`src/rtl/component_elastic_delay.sv`:
```
// component_elastic_delay: CYCLES-stage elastic pipeline whose bubbles collapse under back-pressure.
// Define COMPONENT_ELASTIC_DELAY_COUNT_EN to add the registered occupancy output.
module component_elastic_delay #(
  parameter int WIDTH  = 8,
  parameter int CYCLES = 4
) (
  input  logic             clk,
  input  logic             rst,
  input  logic             in_valid,
  output logic             in_ready,
  input  logic [WIDTH-1:0] data_in,
  output logic             out_valid,
  input  logic             out_ready,
  output logic [WIDTH-1:0] data_out
`ifdef COMPONENT_ELASTIC_DELAY_COUNT_EN
  ,
  output logic [((CYCLES == 0) ? 1 : $clog2(CYCLES + 1))-1:0] occupancy
`endif
);

  if (CYCLES == 0) begin : g_bypass
    assign out_valid = in_valid;
    assign data_out  = data_in;
    assign in_ready  = out_ready;
`ifdef COMPONENT_ELASTIC_DELAY_COUNT_EN
    assign occupancy = '0;
`endif
  end else begin : g_pipe
    logic [CYCLES-1:0] v_q;
    logic [CYCLES-1:0] v_d;
    logic [CYCLES-1:0] pass;
    logic [WIDTH-1:0]  data_q [CYCLES];
    logic [WIDTH-1:0]  data_d [CYCLES];

    // pass[s]: stage s hands its content (word or bubble) onward this cycle.
    always_comb begin
      pass = '0;
      pass[CYCLES-1] = out_ready;
      for (int s = CYCLES - 2; s >= 0; s--) begin
        pass[s] = ~v_q[s+1] | pass[s+1];
      end
    end

    assign in_ready  = ~v_q[0] | pass[0];
    assign out_valid = v_q[CYCLES-1];
    assign data_out  = data_q[CYCLES-1];

    // Data registers only load when a valid word arrives, so bubbles leave data untouched.
    always_comb begin
      v_d    = v_q;
      data_d = data_q;
      if (in_ready) begin
        v_d[0] = in_valid;
        if (in_valid) data_d[0] = data_in;
      end
      for (int s = 1; s < CYCLES; s++) begin
        if (pass[s-1]) begin
          v_d[s] = v_q[s-1];
          if (v_q[s-1]) data_d[s] = data_q[s-1];
        end
      end
    end

    always_ff @(posedge clk or negedge rst) begin
      if (!rst) begin
        v_q <= '0;
        for (int s = 0; s < CYCLES; s++) data_q[s] <= '0;
      end else begin
        v_q    <= v_d;
        data_q <= data_d;
      end
    end

`ifdef COMPONENT_ELASTIC_DELAY_COUNT_EN
    localparam int OCC_W = $clog2(CYCLES + 1);
    logic [OCC_W-1:0] occ_q;
    logic             in_xfer;
    logic             out_xfer;

    assign in_xfer  = in_valid & in_ready;
    assign out_xfer = v_q[CYCLES-1] & out_ready;

    always_ff @(posedge clk or negedge rst) begin
      if (!rst) begin
        occ_q <= '0;
      end else if (in_xfer && !out_xfer) begin
        occ_q <= occ_q + OCC_W'(1);
      end else if (out_xfer && !in_xfer) begin
        occ_q <= occ_q - OCC_W'(1);
      end
    end

    assign occupancy = occ_q;
`endif
  end

endmodule

```
`config.mk`:
```
export PLATFORM = sky130hd
export DESIGN_NAME = component_elastic_delay
export DESIGN_NICKNAME = d
export VERILOG_FILES = /design/src/rtl/component_elastic_delay.sv
export SDC_FILE = /design/constraint.sdc
export NUM_CORES = 1
export LEC_CHECK = 0
export ABC_AREA = 1
export BUFFER_PORTS_ARGS = -buffer_cell sky130_fd_sc_hd__buf_2
export CAP_MARGIN = 20
export CORE_MARGIN = 8
export CORE_UTILIZATION = 45
export CTS_CLUSTER_DIAMETER = 60
export DETAILED_ROUTE_END_ITERATION = 12
export PLACE_DENSITY = 0.72
export SYNTH_ARGS = -nofsm -noshare
export SYNTH_HDL_FRONTEND = slang
export SYNTH_SLANG_ARGS = --single-unit
```
`constraint.sdc`:
```
create_clock -name clk -period 1.2 [get_ports clk]
set_input_delay 0.18 -clock clk [delete_from_list [all_inputs] [get_ports clk]]
set_output_delay 0.18 -clock clk [all_outputs]
set_load 0.005 [all_outputs]
```
Word-level counts from Yosys, hierarchy flattened
Cells that the tools add are included.
Word-level totals
  bits in registers: 36
  input bits: 12
  output and inout bits: 10
  word-level logic and storage cells: 20
Cells by class
  bitwise operators: 8
  reductions and logical operators: 4
Operator list (number)
  $reduce_and A2 Y1: 4
  $not A1 Y1: 4
  $or A1 B1 Y1: 4

Depth between registers and ports, before layout
  word-level depth: 6
  mapped depth: 7
  gate-level depth less buffers: 6

Worst setup path after synthesis
No wires, ideal clock.
  kind: reg-to-reg
  start: reg g_pipe.v_q[3]
  end: reg g_pipe.data_q, in the netlist data_out[6]
  setup time: 0.126 ns
  arrival: 0.959 ns
  data required time: 1.074 ns
  setup slack: 0.115 ns
  cell stages (with the launch flop): 8
  path buffers: 1
  period minus slack after synthesis: 1.085 ns
  cell sequence: dfrtp_1 > inv_1 > nor2_4 > inv_1 > nand2_1 > buf_6 > nand2_1 > o21ai_0
Between the ends
  cells in the longest elaborated chain, start to end: 3
RTL lines
  from (decl): line 29  | logic [CYCLES-1:0] v_q;
  from (signal assigned): line 69  | v_q <= v_d;
  $not A1 Y1: line 40  | pass[s] = ~v_q[s+1] | pass[s+1];
  $or A1 B1 Y1: line 40
  $reduce_and A2 Y1 (no line)
  to (signal assigned): line 70  | data_q <= data_d;
  to (decl): line 32  | logic [WIDTH-1:0] data_q [CYCLES];
Every way passes these cells.
A chain may end at the register's enable or synchronous reset.

Worst setup path after layout
  start: reg g_pipe.v_q[3]
  end: out in_ready
Between the ends
  cells in the longest elaborated chain, start to end: 5
RTL lines
  $not A1 Y1: line 40
  $or A1 B1 Y1 (3 in a row): line 40
  $or A1 B1 Y1: line 44  | assign in_ready = ~v_q[0] | pass[0];
  to (decl): line 10  | output logic in_ready,
Every way passes these cells.

==> flow_summary_export.csv <==
group,metric,value,unit
die,die_w,72.67,um
timing,worstMarginPinSlew,0.4344,ns
synth,yosysMostFrequentCell,"nand2_1",
critical_path,slowest_delay,0.38,ns
synth,synthTopCellsByCount,"nand2_1, dfrtp_1, nand3_1",
synth,ys.warnings.count,0,
clock_tree,htree_num_levels,2,
clock_tree,cts.clk_slew.worst_paths,0.11,ns
routing,viasPerCell,4.671,
finish,antenna_cells,0,
synth,ys_ff_latch,36,
finish,fillerInstances,279,
clock_tree,cts_root_buf,"clkbuf_4",
critical_path,reg2reg_to,"g_pipe.data_q[30]",
routing,detail_route.iter0.violations,58,
pwr,p_total,3807,uW
pwr,vdd_drop_max,0.9878,mV
clock_tree,cts_tree,"done",
critical_path,crit_top_cell,"buf_6",
finish,instances_no_fill,219,
critical_path,endpoint_kind,"primary output",
synth,synth_ff_type,"dfrtp_1",
status,status,"finished with violations",
die,initial_core_util,47.34,%
die,top_level_ports,22,
synth,yosys-top-cells-area,"dfrtp_1, nand2_1, nand3_1",
timing,hold_viol,0,
critical_path,path_max_fanout,4,
global_routing,first_global_vias,1034,
die,coreArea,3053,sq um
synth,postSynthAreaPerCell,9.570,sq um
clock_tree,clkSinkCount,36,
synth,syn_nets,163,
timing,finalCritPeriodShare,118.1,%
placement,routabilityCongestion,0.6873,
die,die_h,72.67,um
finish,area_delta_synth_final,21.13,%
routing,detail-route-antenna-nets,0,
critical_path,r2r_setup_slack,-0.13,ns
global_routing,antenna_found_initial,0,
timing,finalSetupViolCount,10,
clock_tree,cts_max_path_buffers,2,
synth,synth_edf_count,0,
hold_path,min_path_cells,3,
synth,ys_async_sr_fraction,100.0,%
timing,slew_viol_final,0,
critical_path,critPathArrivalTime,1.24,ns
routing,drt_pass1_iterations,4,
timing,setup_slack,-0.2176,ns
placement,dpl_cell_area,1528,sq um
routing,drt-wirelength-per-cell,11.67,um
placement,portBuffers,21,
synth,synth_cells,151,
die,die-area,5281,sq um
critical_path,worst_r2r_path_depth,8,
routing,dr_total_vias,1023,
hold_path,worstHoldStart,"data_in[7]",
routing,wirelength,2.555,mm
global_routing,grt_first_pass_wirelength,4.416,mm
status,violations,"negative setup slack",
synth,yosysSeqAreaShare,62.34,%
synth,yosysTopAreaCell,"dfrtp_1",
global_routing,grt-ovfl-total,0,
critical_path,cp_slowest_cell,"dfrtp_1",
placement,dp.cells,206,
clock_tree,clock_latency,0.34,ns
finish,design_area,1750,sq um
timing,rsz0062_at_grt,"true",
finish,final_nets,186,
die,rows,20,
synth,netlist_area,1445,sq um
timing,post-route-min-period,1.418,ns
pwr,p_leak,0.0009105,uW
critical_path,crit_type,"reg -> out",
routing,drc,0,
critical_path,cp.required,1.02,ns
timing,maxSlewHeadroom,71.04,%
critical_path,cp_cell_sequence,"inv_2 -> nor2_4 -> nand4_1 -> buf_6 -> buf_6",
finish,drive_gt1_share,28.57,%
critical_path,worst_setup_path_start_kind,"register",
timing,fmaxAchievable,0.7054,GHz
hold_path,min_path_type,"in -> reg",
global_routing,grt_usage,10.67,%
critical_path,crit_start,"g_pipe.v_q[3]",
global_routing,grt_max_degree,37,
synth,yosysTopAreaCellShare,62.34,%
critical_path,reg2reg_from,"g_pipe.v_q[3]",
clock_tree,cts_made_buffers,5,
synth,ys_types,16,
flow_run,drv_cap,0,
timing,finClkSkew,0.007449,ns
hold_path,whs_endpoint,"g_pipe.data_q[31]",
pwr,power_density,2175,nW/um^2
## cell type report
type | count | area, sq um | share of cell area (%)
repair buffers | 28 | 197.7 | 11.29
well taps | 44 | 55.05 | 3.145
flip-flops and latches | 36 | 900.9 | 51.47
clock buffers | 6 | 41.29 | 2.359
inverters | 10 | 37.54 | 2.144
multi-input cells | 93 | 483.0 | 27.59
clock inverters | 2 | 35.03 | 2.001
## cells in the final DEF, fill, tap and decap left out, drive strengths merged
cell,n
a21oi,8
nand2,50
bufinv,1
clkbuf,6
buf,27
dlygate4sd3,1
inv,10
dfrtp,36
nand3,17
clkinv,1
nand4,1
nor2,9
o21ai,8
## cells by family (layout without fill, tap and decap cells)
logic type,after synthesis,in the layout,share of synthesized area (%)
buffers and inverters,23,46,9.524
and+or+nand+nor,76,77,22.60
DFF,36,36,62.34
AOI/OAI and AO/OA,16,16,5.541
## where the power goes
part | leakage (uW) | switching (uW) | internal [uW]
clock | 0.0000422 | 388 | 437
sequential | 0.000434 | 224 | 1670
combinational | 0.000434 | 649 | 445
total | 0.000910 | 1260 | 2550
## worst max-delay path by stage
stage	end	slack (ns)	depth (start not counted)
2_1_floorplan	data_out[6]	0.12	7
3_3_place_gp	data_out[7]	0.03	6
3_5_place_dp	data_out[4]	-0.04	6
4_1_cts	in_ready	-0.27	5
5_1_grt	in_ready	-0.31	5
6_report	in_ready	-0.22	5
## registers in the layout (all words and copies together) (netlist names)
register and cells:
g_pipe.data_q 24, data_out 8, g_pipe.v_q 4
## repair_timing
action,CTS,global route
setup endpoints to repair,19,35
buffers inserted,2,0
pin swaps,2,1
hold buffers,1,0
gates resized for setup,16,5
hold endpoints to repair,36,0
cloned,2,0
## through the flow
stage / TNS [ns] / setup WS, ns / util, % / hold slack [ns]
floorplan: 0 / 0.1154 / - / -0.1156
global placement: 0 / 0.03210 / 50.04 / 0.2315
detailed placement: -0.2418 / -0.04278 / 50.04 / 0.2381
CTS: -1.543 / -0.2674 / 56.35 / 0.05983
global route: -2.785 / -0.3107 / 57.34 / 0.06064
finish: -1.293 / -0.2176 / 57.34 / 0.07806
## worst max-delay path, delay by kind of cell (launching register included)
kind,cells,cell delay [ns]
flip-flops,1,0.38
buffers and inverters,3,0.29
AND/OR/NAND/NOR,2,0.22
## per-layer routing
metal  part of all wire [%]  wire length, um  track usage (%)  vias up
met5                      0                0                0        -
met4                    1.6               41            4.667        0
met3                    7.6              193            4.945        7
met2                     43             1109            16.60       29
met1                     47             1210            12.23      470
li1                       -                -                -      517
Note: power is estimated with default switching activity, not from simulation.
